==> src/rtl/adc_spi_sampler.sv <==
// SPI master for an 8-channel 12-bit ADC: periodic 16-SCLK frames, tracking the
// one-frame address-to-data pipeline and tagging each returned sample with its channel.
module adc_spi_sampler #(
    parameter int unsigned CLK_DIV    = 4,
    parameter int unsigned SAMPLE_DIV = 200
) (
    input  logic        clk,
    input  logic        resetn,
    input  logic [2:0]  channel_addr,
    input  logic        enable,
    input  logic        spi_miso,
    output logic        spi_cs_n,
    output logic        spi_sclk,
    output logic        spi_mosi,
    output logic [11:0] sample_data,
    output logic [2:0]  sample_channel,
    output logic        sample_valid,
    output logic        busy
);

    localparam int unsigned PH_W = (CLK_DIV > 1) ? $clog2(CLK_DIV) : 1;
    localparam int unsigned TM_W = (SAMPLE_DIV > 1) ? $clog2(SAMPLE_DIV) : 1;
    localparam logic [PH_W-1:0] PH_LAST = PH_W'(CLK_DIV - 1);
    localparam logic [TM_W-1:0] TM_LAST = TM_W'(SAMPLE_DIV - 1);

    typedef enum logic [2:0] {IDLE, SETUP, SHIFT, HOLD, WAIT} state_t;

    state_t          state, state_d;
    logic [PH_W-1:0] ph, ph_d;
    logic [TM_W-1:0] timer, timer_d;
    logic [3:0]      bit_cnt, bit_cnt_d;
    logic            last_bit, last_bit_d;
    logic [15:0]     tx, tx_d;
    logic [11:0]     rx, rx_d;
    logic [2:0]      cur_ch, cur_ch_d;
    logic [2:0]      prev_ch, prev_ch_d;
    logic            first_frame, first_frame_d;
    logic            cs_n_d, sclk_d, mosi_d, busy_d, valid_d;
    logic [11:0]     data_d;
    logic [2:0]      chan_d;
    logic            start;
    logic [15:0]     tx_new;

    always_ff @(posedge clk) begin
        if (!resetn) begin
            state          <= IDLE;
            ph             <= '0;
            timer          <= '0;
            bit_cnt        <= '0;
            last_bit       <= 1'b0;
            tx             <= '0;
            rx             <= '0;
            cur_ch         <= '0;
            prev_ch        <= '0;
            first_frame    <= 1'b1;
            spi_cs_n       <= 1'b1;
            spi_sclk       <= 1'b1;
            spi_mosi       <= 1'b0;
            busy           <= 1'b0;
            sample_valid   <= 1'b0;
            sample_data    <= '0;
            sample_channel <= '0;
        end else begin
            state          <= state_d;
            ph             <= ph_d;
            timer          <= timer_d;
            bit_cnt        <= bit_cnt_d;
            last_bit       <= last_bit_d;
            tx             <= tx_d;
            rx             <= rx_d;
            cur_ch         <= cur_ch_d;
            prev_ch        <= prev_ch_d;
            first_frame    <= first_frame_d;
            spi_cs_n       <= cs_n_d;
            spi_sclk       <= sclk_d;
            spi_mosi       <= mosi_d;
            busy           <= busy_d;
            sample_valid   <= valid_d;
            sample_data    <= data_d;
            sample_channel <= chan_d;
        end
    end

    always_comb begin
        state_d       = state;
        ph_d          = ph;
        timer_d       = (timer != TM_LAST) ? timer + 1'b1 : timer;
        bit_cnt_d     = bit_cnt;
        last_bit_d    = last_bit;
        tx_d          = tx;
        rx_d          = rx;
        cur_ch_d      = cur_ch;
        prev_ch_d     = prev_ch;
        first_frame_d = first_frame;
        cs_n_d        = spi_cs_n;
        sclk_d        = spi_sclk;
        mosi_d        = spi_mosi;
        busy_d        = busy;
        valid_d       = 1'b0;
        data_d        = sample_data;
        chan_d        = sample_channel;
        start         = 1'b0;
        tx_new        = {2'b00, channel_addr, 11'b0};

        case (state)
            IDLE: begin
                timer_d = '0;
                if (enable) start = 1'b1;
            end
            SETUP: begin
                if (ph == PH_LAST) begin
                    ph_d       = '0;
                    sclk_d     = 1'b0;
                    mosi_d     = tx[15];
                    bit_cnt_d  = '0;
                    last_bit_d = 1'b0;
                    state_d    = SHIFT;
                end else begin
                    ph_d = ph + 1'b1;
                end
            end
            SHIFT: begin
                if (ph != PH_LAST) begin
                    ph_d = ph + 1'b1;
                end else begin
                    ph_d = '0;
                    if (!spi_sclk) begin
                        // Only the low 12 bits are kept; the ADC's leading zeros fall off the top.
                        sclk_d = 1'b1;
                        rx_d   = {rx[10:0], spi_miso};
                    end else if (last_bit) begin
                        state_d = HOLD;
                    end else begin
                        sclk_d     = 1'b0;
                        mosi_d     = tx[14];
                        tx_d       = {tx[14:0], 1'b0};
                        bit_cnt_d  = bit_cnt + 4'd1;
                        last_bit_d = (bit_cnt == 4'd14);
                    end
                end
            end
            HOLD: begin
                if (ph == PH_LAST) begin
                    ph_d          = '0;
                    cs_n_d        = 1'b1;
                    busy_d        = 1'b0;
                    mosi_d        = 1'b0;
                    // This frame's data belongs to the channel addressed in the previous frame.
                    if (!first_frame) begin
                        valid_d = 1'b1;
                        data_d  = rx;
                        chan_d  = prev_ch;
                    end
                    prev_ch_d     = cur_ch;
                    first_frame_d = 1'b0;
                    state_d       = WAIT;
                end else begin
                    ph_d = ph + 1'b1;
                end
            end
            WAIT: begin
                if (timer == TM_LAST) begin
                    if (enable) begin
                        start = 1'b1;
                    end else begin
                        timer_d = '0;
                        state_d = IDLE;
                    end
                end
            end
            default: state_d = IDLE;
        endcase

        if (start) begin
            cur_ch_d = channel_addr;
            tx_d     = tx_new;
            mosi_d   = tx_new[15];
            cs_n_d   = 1'b0;
            sclk_d   = 1'b1;
            busy_d   = 1'b1;
            timer_d  = '0;
            ph_d     = '0;
            state_d  = SETUP;
        end
    end

endmodule

==> config.mk <==
export PLATFORM = sky130hd
export DESIGN_NAME = adc_spi_sampler
export DESIGN_NICKNAME = d
export VERILOG_FILES = /design/src/rtl/adc_spi_sampler.sv
export SDC_FILE = /design/constraint.sdc
export NUM_CORES = 1
export LEC_CHECK = 0
export CAP_MARGIN = 5
export CORE_ASPECT_RATIO = 0.6
export CORE_MARGIN = 4
export CORE_UTILIZATION = 30
export CTS_BUF_LIST = sky130_fd_sc_hd__clkbuf_2 sky130_fd_sc_hd__clkbuf_4 sky130_fd_sc_hd__clkbuf_8
export DETAILED_ROUTE_END_ITERATION = 16
export GPL_TIMING_DRIVEN = 0
export PLACE_DENSITY = 0.47
export SYNTH_ARGS = -nofsm -noshare
export SYNTH_HDL_FRONTEND = slang
export SYNTH_SLANG_ARGS = --single-unit
export TNS_END_PERCENT = 10
==> constraint.sdc <==
create_clock -name clk -period 1.5 [get_ports clk]
set_input_delay 0.3 -clock clk [delete_from_list [all_inputs] [get_ports clk]]
set_output_delay 0.3 -clock clk [all_outputs]
set_load 0.01 [all_outputs]
# Word level (Yosys, flattened, before mapping)

Cells that the tools add are included.

Bits of input ports: 7
Output and inout port bits: 20
Register bits after elaboration: 62
Logic and storage cells: 127

Multiplexer cells: 49
Add/sub/neg operators: 3
Equality and inequality tests: 27
Reduce and logical (&&, ||, !) cells: 23
Bitwise logic cells: 6

Operators with widths:

| operator              | number |
|---|---|
| $mux W14              | 5 |
| $mux W8               | 3 |
| $ne A2 B2 Y1 const B  | 11 |
| $mux W3               | 7 |
| $ne A3 B3 Y1 const B  | 7 |
| $mux W1               | 20 |
| $mux W4               | 4 |
| $pmux W8 S2           | 1 |
| $reduce_and A8 Y1     | 2 |
| $pmux W3 S5           | 1 |
| $reduce_and A3 Y1     | 4 |
| $reduce_and A4 Y1     | 3 |
| $reduce_bool A2 Y1    | 6 |
| $add A8 B1 Y8 const B | 1 |
| $eq A8 B8 Y1 const B  | 1 |
| $ne A8 B8 Y1 const B  | 1 |
| $pmux W4 S2           | 1 |
| $eq A3 B2 Y1 const B  | 2 |
| $not A1 Y1            | 6 |
| $pmux W1 S2           | 3 |
| $reduce_and A6 Y1     | 1 |
| $reduce_and A5 Y1     | 1 |
| $add A4 B1 Y4 const B | 1 |
| $eq A4 B4 Y1 const B  | 1 |
| 12 further kinds      | 15 |

# Depth between registers and ports, before layout

Gate-level depths: netlist (run 1).

Word-level depth: 5
Mapped depth: 6
Gate-level depth less buffers: 6

# Least setup slack after synthesis (run 1)

No wires, ideal clock.

Path type: reg2reg
Start point: register ph[0]
End point: register rx[1]
Setup time: 0.128 ns
Buffers on the path: 1
Path slack: -0.048 ns
Data required time: 1.372 ns
Cell stages (with the launch flop): 6
Data arrival time: 1.420 ns
Period minus slack after synthesis: 1.548 ns
Cell sequence: dfxtp_1 > ha_1 > nor4b_2 > buf_4 > mux2i_1 > nor2_1

Word-level cells in the longest chain between the ends: 3

Ends and longest elaborated chain:

| element                            | line | source |
|---|---|---|
| start: declaration                 | 29   | `logic [PH_W-1:0] ph, ph_d;` |
| start signal: assignment           | 65   | `ph <= ph_d;` |
| $ne A2 B2 Y1                       | 123  | `if (ph != PH_LAST) begin` |
| $not A1 Y1 (no source line)        | -    |  |
| $reduce_and A3 Y1 (no source line) | -    |  |
| end signal: assignment             | 70   | `rx <= rx_d;` |
| end: declaration                   | 34   | `logic [11:0] rx, rx_d;` |

No other way between the ends.
A chain may end at the register's enable or synchronous reset.

# Final worst setup path (run 1)

Start point: register ph[0]
End point: register rx[7]

The elaborated chain is that of the path after synthesis.

==> impl_metrics.yaml, run 1 <==
outcome:
  status: "finished, violations left"
  violations: "negative setup slack"
setup_path:
  timing.rr.start: "ph[0]"
  crit_path_start: "ph[0]"
  critPathKind: "reg -> reg"
  worstSetupStartpointType: "flop"
  critPathCaptureType: "flop"
  path_max_fanout: 7
  cp.required_ns: 1.71
  cp.arrival_ns: 1.73
clock_tree:
  clkLatencyLatePin_ns: 0.35
  clock-sinks: 62
  hold_buffers: 0
  cts_buffers: 9
  cts_tree: "done"
  clockBufferDepth: 2
  cts-root-buf: "clkbuf_8"
  clkTransAtPathRegs_ns: 0.07
  h-tree-depth: 3
placed_design:
  place_inst: 416
  dpl_worst_slack_ns: -0.601
  dp_hpwl_um: 4250
  io_buffers: 26
  place_area_um2: 2910
  globalplace.congestion: 0.764
layout:
  n_antenna_cell: 0
  finalInstanceArea_um2: 3310
  drive_gt1_frac: 0.171
  syn2layout_area_growth_pct: 31.5
  fin_cells: 441
  final_nets: 339
grt:
  grt_max_degree: 12
  antenna_found_initial: 0
  overflow: 0
  grt_first_pass_wirelength_um: 10100
  track_usage: 0.131
  grt_pass1_vias: 1964
pwr:
  powerDensity_nw_per_um2: 1050
  power.share.clock: 0.473
  power_frac_seq: 0.484
  switching_share: 0.225
  p_int_mw: 2.70
  ir_drop_uv: 455
  power_frac_comb: 0.043
  netSwitchingPower_mw: 0.784
  leakage_nw: 1.25
timing:
  slew_headroom: 0.604
  min_period_ns: 1.52
  finalHoldViolCount: 0
  fin_crit_sh: 1.01
  timing.fmax_mhz: 658
  report.final.slew_viol_count: 0
  tightest_slew_ns: 0.594
  finalClockSkew_ns: 0.0118
  whs_ns: 0.458
  rsz0062_at_grt: "true"
  timing.final.ws_setup_ns: -0.0196
  finalSetupViolCount: 8
floorplanning:
  initial_core_util: 0.314
  fp.dieArea_um2: 9960
  placementRows: 25
  boundaryPins: 27
  core_area_um2: 8010
  die_height_um: 78.9
  die_w_um: 126
run:
  max_cap_violations: 0
yosys:
  syn_nets: 293
  ys.flop_type: "dfxtp_1"
  synth_edf_count: 0
  yosysWarnings: 0
  yosysSeqAreaShare: 0.493
  synth_area_um2: 2520
  syn-mean-instance-area_um2: 8.92
  synth.distinct_cells: 44
  synth-seq-cells: 62
  async_reset_ff_frac: 0
  netlist_instances: 282
hold_path:
  min_from: "spi_mosi"
  worst_hold_path_type: "reg -> reg"
routing:
  drtAntennaViolNets: 0
  drt_iter0_drc: 122
  routed_via_density: 4.75
  drt-pass1-iter-count: 4
  wl_per_cell_um: 14.1
  drcViolationCount: 0
  detail_route.wirelength_um: 6240
  vias: 2095
flip-flops by register name, indices dropped and copies added (netlist names), 3 cells and up:
register	count
rx	12
sample_channel	3
sample_data	12
timer	8
bit_cnt	4
state	3
prev_ch	3
tx	5
cur_ch	3
power by group through the flow:
stage	clock network [mW]	logic (mW)	registers, mW
2_1_floorplan	0	0.0810	1.72
3_3_place_gp	0	0.148	1.72
3_5_place_dp	0	0.147	1.72
4_1_cts	1.70	0.149	1.68
5_1_grt	1.77	0.167	1.69
6_report	1.65	0.150	1.68
per-layer routing:
layer / part of all wire / vias to the layer above / routed length (µm) / track usage
li1: - / 1078 / - / -
met1: 0.56 / 971 / 3520 / 0.190
met2: 0.37 / 41 / 2310 / 0.171
met3: 0.053 / 5 / 328 / 0.0578
met4: 0.013 / 0 / 78 / 0.0418
met5: 0 / - / 0 / 0
through the flow:
step           power [mW]  utilization  TNS [ns]
6_report             3.48        0.413   -0.0937
5_1_grt              3.63        0.413     -2.87
4_1_cts              3.53        0.403    -0.249
3_5_place_dp         1.87        0.364    -26.58
3_3_place_gp         1.87        0.364    -25.31
2_1_floorplan        1.80            -    -0.526
layout by cell type, fill, tap and decap left out, types with 3 or more instances in the layout:
cell / netlist / layout
mux2i_1: 17 / 17
buf_4: 1 / 7
a21oi_1: 30 / 30
buf_6: 0 / 5
nand3_1: 9 / 9
and3_1: 3 / 3
dfxtp_2: 0 / 6
xor2_1: 7 / 7
nor3_1: 3 / 3
o211ai_1: 4 / 4
nor2_1: 32 / 30
xnor2_1: 3 / 3
nand2_1: 35 / 34
dlygate4sd2_1: 0 / 21
o21ai_0: 24 / 24
clkbuf_1: 9 / 5
clkdlybuf4s50_1: 0 / 5
clkbuf_8: 0 / 10
dfxtp_1: 62 / 54
worst max-delay path, stage by stage (launching register included):
cell	delay, ns
dfxtp_2	0.35
ha_4	0.19
buf_6	0.10
nor4b_4	0.31
buf_6	0.19
mux2i_1	0.18
nor2_1	0.05
synthesized netlist by cell type, types with 4 or more instances:
| cell | instances | area, µm² |
|---|---|---|
| nand3_1 | 9 | 45.0 |
| a21oi_1 | 30 | 150 |
| o211ai_1 | 4 | 30.0 |
| o21ai_0 | 24 | 120 |
| nor2_1 | 32 | 120 |
| mux2i_1 | 17 | 170 |
| clkbuf_1 | 9 | 33.8 |
| xor2_1 | 7 | 61.3 |
| dfxtp_1 | 62 | 1240 |
| nand2_1 | 35 | 131 |
| ha_1 | 4 | 50.1 |
final timing paths:
kind / slack, ns / cells past startpoint / endpoint
worst max-delay path: -0.02 / 6 / rx[7]
worst min register to register: 0.46 / 2 / spi_mosi
worst max register to register: -0.02 / 6 / rx[7]
worst min-delay path: 0.46 / 2 / spi_mosi
repair_timing:
item                       in CTS  in global routing
resized for setup              53                 13
buffers inserted                2                  6
pin swaps                       6                  4
gates cloned                    0                  1
setup endpoints to repair      80                 48
cells by family (layout without fill, tap and decap cells):
group / count (synthesis) / count (layout) / synth area share
AOI/OAI and AO/OA: 69 / 69 / 0.156
xor gates and xnor gates: 10 / 10 / 0.0348
buffers and inverters: 15 / 66 / 0.0249
adders and majority gates: 4 / 4 / 0.0199
DFF: 62 / 62 / 0.493
and+or+nand+nor: 105 / 105 / 0.203
muxes: 17 / 17 / 0.0676
final cells by class:
class,count,area (µm²)
Timing Repair Buffer,35,309
Inverter,3,11.3
Clock inverter,6,85.1
Buffer,12,77.6
Clock buffer,10,138
Multi-Input combinational cell,205,1300
Sequential cell,62,1260
Tap cell,108,135
Fill cell,814,4700
No activity file was read; power rests on OpenSTA's default activity.
==> inputs of run 2 (changes only) <==
Settings changed: CTS_BUF_LIST sky130_fd_sc_hd__clkbuf_2 sky130_fd_sc_hd__clkbuf_4 sky130_fd_sc_hd__clkbuf_8 to not set, PLACE_DENSITY 0.47 to 0.46.
Clock period 1.5 ns to 1.6 ns, I/O delays scaled along.
==> run 2 against run 1 <==
The flow still finishes with violations (negative setup slack); register-to-register slack about the same; non-clock buffer count grew 1; clock-buffer cell count is 5 higher; clock power grew 11%; cell count stayed put; core utilization up 0.92 points; clock skew shrank 0.0086 ns; die area did not move; critical path depth did not move; maximum frequency down 5.3%; largest cell class unchanged; largest power group is now the clock network.
==> impl_metrics.yaml, run 2 (synthesis results as in run 1) <==
outcome:
  status: "finished, violations left"
  violations: "negative setup slack"
routing:
  detail_route.wirelength_um: 6280
  wl_per_cell_um: 14.2
  drt-pass1-iter-count: 4
  vias: 2110
  drt_iter0_drc: 99
  drtAntennaViolNets: 0
  routed_via_density: 4.78
  drcViolationCount: 0
clock_tree:
  clockBufferDepth: 2
  h-tree-depth: 3
  clock-sinks: 62
  clkLatencyLatePin_ns: 0.32
  cts_buffers: 9
  cts_tree: "done"
  cts-root-buf: "clkbuf_16"
  clkTransAtPathRegs_ns: 0.05
  hold_buffers: 0
timing:
  timing.final.ws_setup_ns: -0.00541
  slew_headroom: 0.644
  timing.fmax_mhz: 623
  fin_crit_sh: 1.00
  fin_tns_setup_ns: -0.00541
  min_period_ns: 1.61
  tightest_slew_ns: 0.534
  finalClockSkew_ns: 0.00325
  report.final.slew_viol_count: 0
  rsz0062_at_grt: "true"
  finalSetupViolCount: 1
  finalHoldViolCount: 0
placed_design:
  dpl_worst_slack_ns: -0.408
  globalplace.congestion: 0.763
  place_inst: 416
  dp_hpwl_um: 4380
  io_buffers: 26
setup_path:
  path_max_fanout: 6
  critPathKind: "reg -> reg"
  slowest_stage: "or3b_4"
  worstSetupStartpointType: "flop"
  cp.required_ns: 1.78
  max_stage_delay_ns: 0.42
  cp.arrival_ns: 1.79
  worstPathCellList: "or3b_4 -> o21a_4 -> dlymetal6s2s_1 -> buf_4 -> nand2_1 -> a21oi_1"
  critPathCaptureType: "flop"
layout:
  fin_cells: 441
  layout_common_cells: "dfxtp_1 (57), nand2_1 (33), a21oi_1 (30), nor2_1 (29), clkdlybuf4s50_1 (25)"
  utilization: 0.422
  ff_latch_area_um2: 1250
  drive_gt1_frac: 0.159
  final_nets: 340
  n_antenna_cell: 0
  multi_input_area_um2: 1290
  syn2layout_area_growth_pct: 34.4
  reg_top3: "rx: 12 flops, sample_data: 12 flops, timer: 8 flops"
  n_fill_cell: 854
  final_common_cell: "dfxtp_1"
grt:
  antenna_found_initial: 0
  overflow: 0
  grt_first_pass_wirelength_um: 10300
  grt_max_degree: 11
  grt_pass1_vias: 1960
  track_usage: 0.134
hold_path:
  worst_hold_path_type: "reg -> reg"
pwr:
  ir_drop_uv: 492
  powerDensity_nw_per_um2: 1050
  leakage_nw: 1.21
  p_total_mw: 3.57
floorplanning:
  fp.dieArea_um2: 9960
  die_height_um: 78.9
  die_w_um: 126
  initial_core_util: 0.314
  core_area_um2: 8010
  boundaryPins: 27
  placementRows: 25
run:
  max_cap_violations: 0
## run 2: cell count changes in the layout (fill, tap and decap cells not counted), sizes merged
cell | previous run | this run
clkdlybuf4s50 | 5 | 25
dlygate4sd2 | 21 | 1
clkbuf | 19 | 26
buf | 12 | 10
bufinv | 2 | 0
clkinv | 3 | 1
clkinvlp | 2 | 0
dlymetal6s2s | 0 | 1
## run 2: layer usage
metal	part of all wire	track usage
met1	0.58	0.209
met2	0.36	0.157
met3	0.053	0.0504
met4	0.014	0.0482
met5	0	0
## run 2: final cells by class
cell class                 count  share of cell area
tap                          108              0.0400
timing repair buffer          36               0.100
buffer                        12              0.0192
inverter                       3             0.00370
multi-input combinational    205               0.383
clock buffer                  15              0.0851
sequential                    62               0.369
## run 2: critical path, delay by kind of cell, from the launching register on
kind / cells / cell delay [ns]
AO/OA/AOI/OAI: 2 / 0.30
AND/OR/NAND/NOR: 2 / 0.47
buffers and inverters: 2 / 0.34
flip-flops: 1 / 0.35
## run 2: worst paths after layout
| path | from | endpoint | slack [ns] | cells past startpoint |
|---|---|---|---|---|
| worst max register to register | timer[4] | state[2] | -0.005 | 6 |
| worst max-delay path | timer[4] | state[2] | -0.005 | 6 |
| worst min-delay path | spi_mosi | spi_mosi | 0.46 | 2 |
| worst min register to register | spi_mosi | spi_mosi | 0.46 | 2 |
## run 2: report_power, final
part | switching (mW) | internal, mW
logic | 0.0879 | 0.0562
clock network | 0.627 | 1.21
registers | 0.0181 | 1.57
total | 0.733 | 2.83
## run 2: metrics by stage
step | hold WS, ns | area (µm²)
floorplan | 0.382 | 2520
global placement | 0.451 | 2910
detailed placement | 0.451 | 2910
CTS | 0.460 | 3270
global route | 0.488 | 3380
finish | 0.458 | 3380
## run 2: timing repair
action	4_1_cts	5_1_grt
setup buffers	2	8
endpoints found under the setup margin	55	59
gates resized for setup	19	19
pin swaps	2	4
==> inputs of run 3 (changes only) <==
Settings changed: ABC_AREA set to 1.
==> run 3 against run 2 <==
The run now ends clean; clock-buffer cell count decreased by 2; wire length decreased by 3.7%; critical endpoint is now spi_cs_n; register-to-register slack improved by 0.11 ns; die area increased by 0.87%; sequential share of layout area increased by 0.11 points; global-route usage decreased by 0.21 points; combinational power increased to 2.7 times the previous value; flip-flop and latch count unchanged; first-iteration DRC count increased by 2.0%.
==> impl_metrics.yaml, run 3 <==
timing:
  fin_crit_sh: 0.950
  whs_ns: 0.447
  fin_tns_setup_ns: 0
  finalClockSkew_ns: 0.00514
  report.final.slew_viol_count: 0
  min_period_ns: 1.52
  tightest_slew_ns: 0.412
  finalSetupViolCount: 0
  slew_headroom: 0.722
  finalHoldViolCount: 0
  rsz0062_at_grt: "true"
  timing.fmax_mhz: 658
clock_tree:
  clock-sinks: 62
  cts_buffers: 9
  cts-root-buf: "clkbuf_16"
  clkLatencyLatePin_ns: 0.33
  clkTransAtPathRegs_ns: 0.05
  cts_tree: "done"
  h-tree-depth: 3
  clockBufferDepth: 2
routing:
  drtAntennaViolNets: 0
  drt-pass1-iter-count: 4
  wl_per_cell_um: 12.7
  drcViolationCount: 0
  detail_route.wirelength_um: 6050
  vias: 2143
  drt_iter0_drc: 101
  routed_via_density: 4.48
yosys:
  synth_common_cells: "nor2_1 (74), dfxtp_1 (62), nand2_1 (38)"
  yosysWarnings: 0
  async_reset_ff_frac: 0
  synth-seq-cells: 62
  synth_area_leader_cell: "dfxtp_1"
  yosysSeqAreaShare: 0.489
  netlist_instances: 323
  synth_edf_count: 0
  synth.distinct_cells: 34
  synth.most_common_cell: "nor2_1"
  syn_nets: 334
  synth_area_um2: 2540
  ys.flop_type: "dfxtp_1"
  synth_top_area_share: 0.489
  synth_area_leaders: "dfxtp_1 (49%), nor2_1 (11%), o21ai_0 (6.1%)"
  syn-mean-instance-area_um2: 7.86
floorplanning:
  initial_core_util: 0.316
  boundaryPins: 27
  placementRows: 25
  die_w_um: 127
  core_area_um2: 8040
  fp.dieArea_um2: 10100
  die_height_um: 79.3
grt:
  grt_max_degree: 11
  overflow: 0
  grt_pass1_vias: 2056
  antenna_found_initial: 0
  grt_first_pass_wirelength_um: 10200
  track_usage: 0.131
layout:
  final_nets: 376
  syn2layout_area_growth_pct: 33.3
  reg_top3: "rx: 12 flops, sample_data: 12 flops, timer: 8 flops"
  final_common_cell: "nor2_1"
  drive_gt1_frac: 0.178
  fin_cells: 478
  n_antenna_cell: 0
  utilization: 0.421
  layout_common_cells: "nor2_1 (73), dfxtp_1 (57), nand2_1 (36), o21ai_0 (28), clkdlybuf4s50_1 (25)"
pwr:
  power_frac_seq: 0.401
  power.share.clock: 0.504
  powerDensity_nw_per_um2: 1200
  power_frac_comb: 0.095
  netSwitchingPower_mw: 0.954
  leakage_nw: 1.38
  p_int_mw: 3.11
  switching_share: 0.235
  ir_drop_uv: 518
setup_path:
  path_max_fanout: 2
  path_delay_family: "buffers and inverters"
  r2r_end: "state[0]"
  worst-path-buf-inv: 1
  timing.rr.start: "timer[0]"
  reg2reg_depth: 11
  max_stage_delay_ns: 0.54
  slowest_stage: "clkdlybuf4s50_1"
  cp.arrival_ns: 1.20
  worstSetupStartpointType: "flop"
  cp.required_ns: 1.28
  critPathCaptureType: "primary output"
  worstPathCellList: "clkdlybuf4s50_1"
  critPathKind: "reg -> out"
  rrSetupSlack_ns: 0.10
hold_path:
  whs_path_depth: 2
  min_from: "cur_ch[2]"
  hold_path_end: "cur_ch[2]"
  worst_hold_path_type: "reg -> reg"
outcome:
  status: "finished, final reports clean"
run:
  max_cap_violations: 0
placed_design:
  io_buffers: 26
  place_inst: 457
  globalplace.congestion: 0.758
  dp_hpwl_um: 4320
[run 3: cell count changes after synthesis, sizes merged, moves of 13 or more]
cell | previous run | this run
o21ai | 27 | 40
mux2i | 17 | 1
nand2 | 35 | 48
nor2 | 32 | 80
inv | 2 | 24
a21oi | 30 | 17
[run 3: cell type report]
class,instances,area (µm²)
buffer,8,61.3
clock buffer,13,280
clock inverter,3,40.0
fill,843,4650
inverter,25,105
multi-input combinational,228,1210
sequential,62,1250
tap,108,135
timing repair buffer,31,300
[run 3: worst max path at each step]
stage,cells after the start,slack (ns),to,startpoint
finish,1,0.08,spi_cs_n,spi_cs_n
global route,8,-0.02,sample_data[4],state[0]
CTS,7,0.00005,sample_data[4],ph[0]
detailed placement,5,-0.44,sample_channel[0],resetn
global placement,5,-0.46,sample_channel[0],resetn
floorplan,10,0.09,timer[0],timer[0]
[run 3: routing by layer]
| metal | GRT usage | wire length, µm | vias to the layer above |
|---|---|---|---|
| met3 | 0.0632 | 326 | 5 |
| met4 | 0.0418 | 59 | 0 |
| met5 | 0 | 0 | - |
| met2 | 0.160 | 2160 | 37 |
| li1 | - | - | 1147 |
| met1 | 0.195 | 3500 | 954 |
[run 3: power by group through the flow]
stage	Clock [mW]	Combinational, mW	Sequential, mW
floorplan	0	0.226	1.65
global placement	0	0.321	1.66
detailed placement	0	0.325	1.65
CTS	2.10	0.335	1.62
global route	2.19	0.429	1.64
finish	2.05	0.386	1.63
[run 3: what timing repair did]
action,CTS,global route
buffers inserted,2,3
resized for setup,7,24
pin swaps,2,4
setup endpoints to repair,43,46
hold buffers,0,0
[run 3: through the flow]
stage | power (mW) | instance area, µm² | setup slack (ns)
floorplan | 1.88 | 2540 | 0.0934
global placement | 1.98 | 2940 | -0.463
detailed placement | 1.98 | 2940 | -0.445
CTS | 4.06 | 3290 | 0.0000502
global route | 4.25 | 3390 | -0.0205
finish | 4.06 | 3390 | 0.0799
[run 3: kinds of logic after synthesis]
family / Yosys count / share of synthesized area
adders and majority gates: 4 / 0.0197
buffers and inverters: 33 / 0.0626
DFF: 62 / 0.489
and+or+nand+nor: 158 / 0.287
xor gates and xnor gates: 4 / 0.0138
muxes: 1 / 0.00394
AOI/OAI and AO/OA: 61 / 0.125
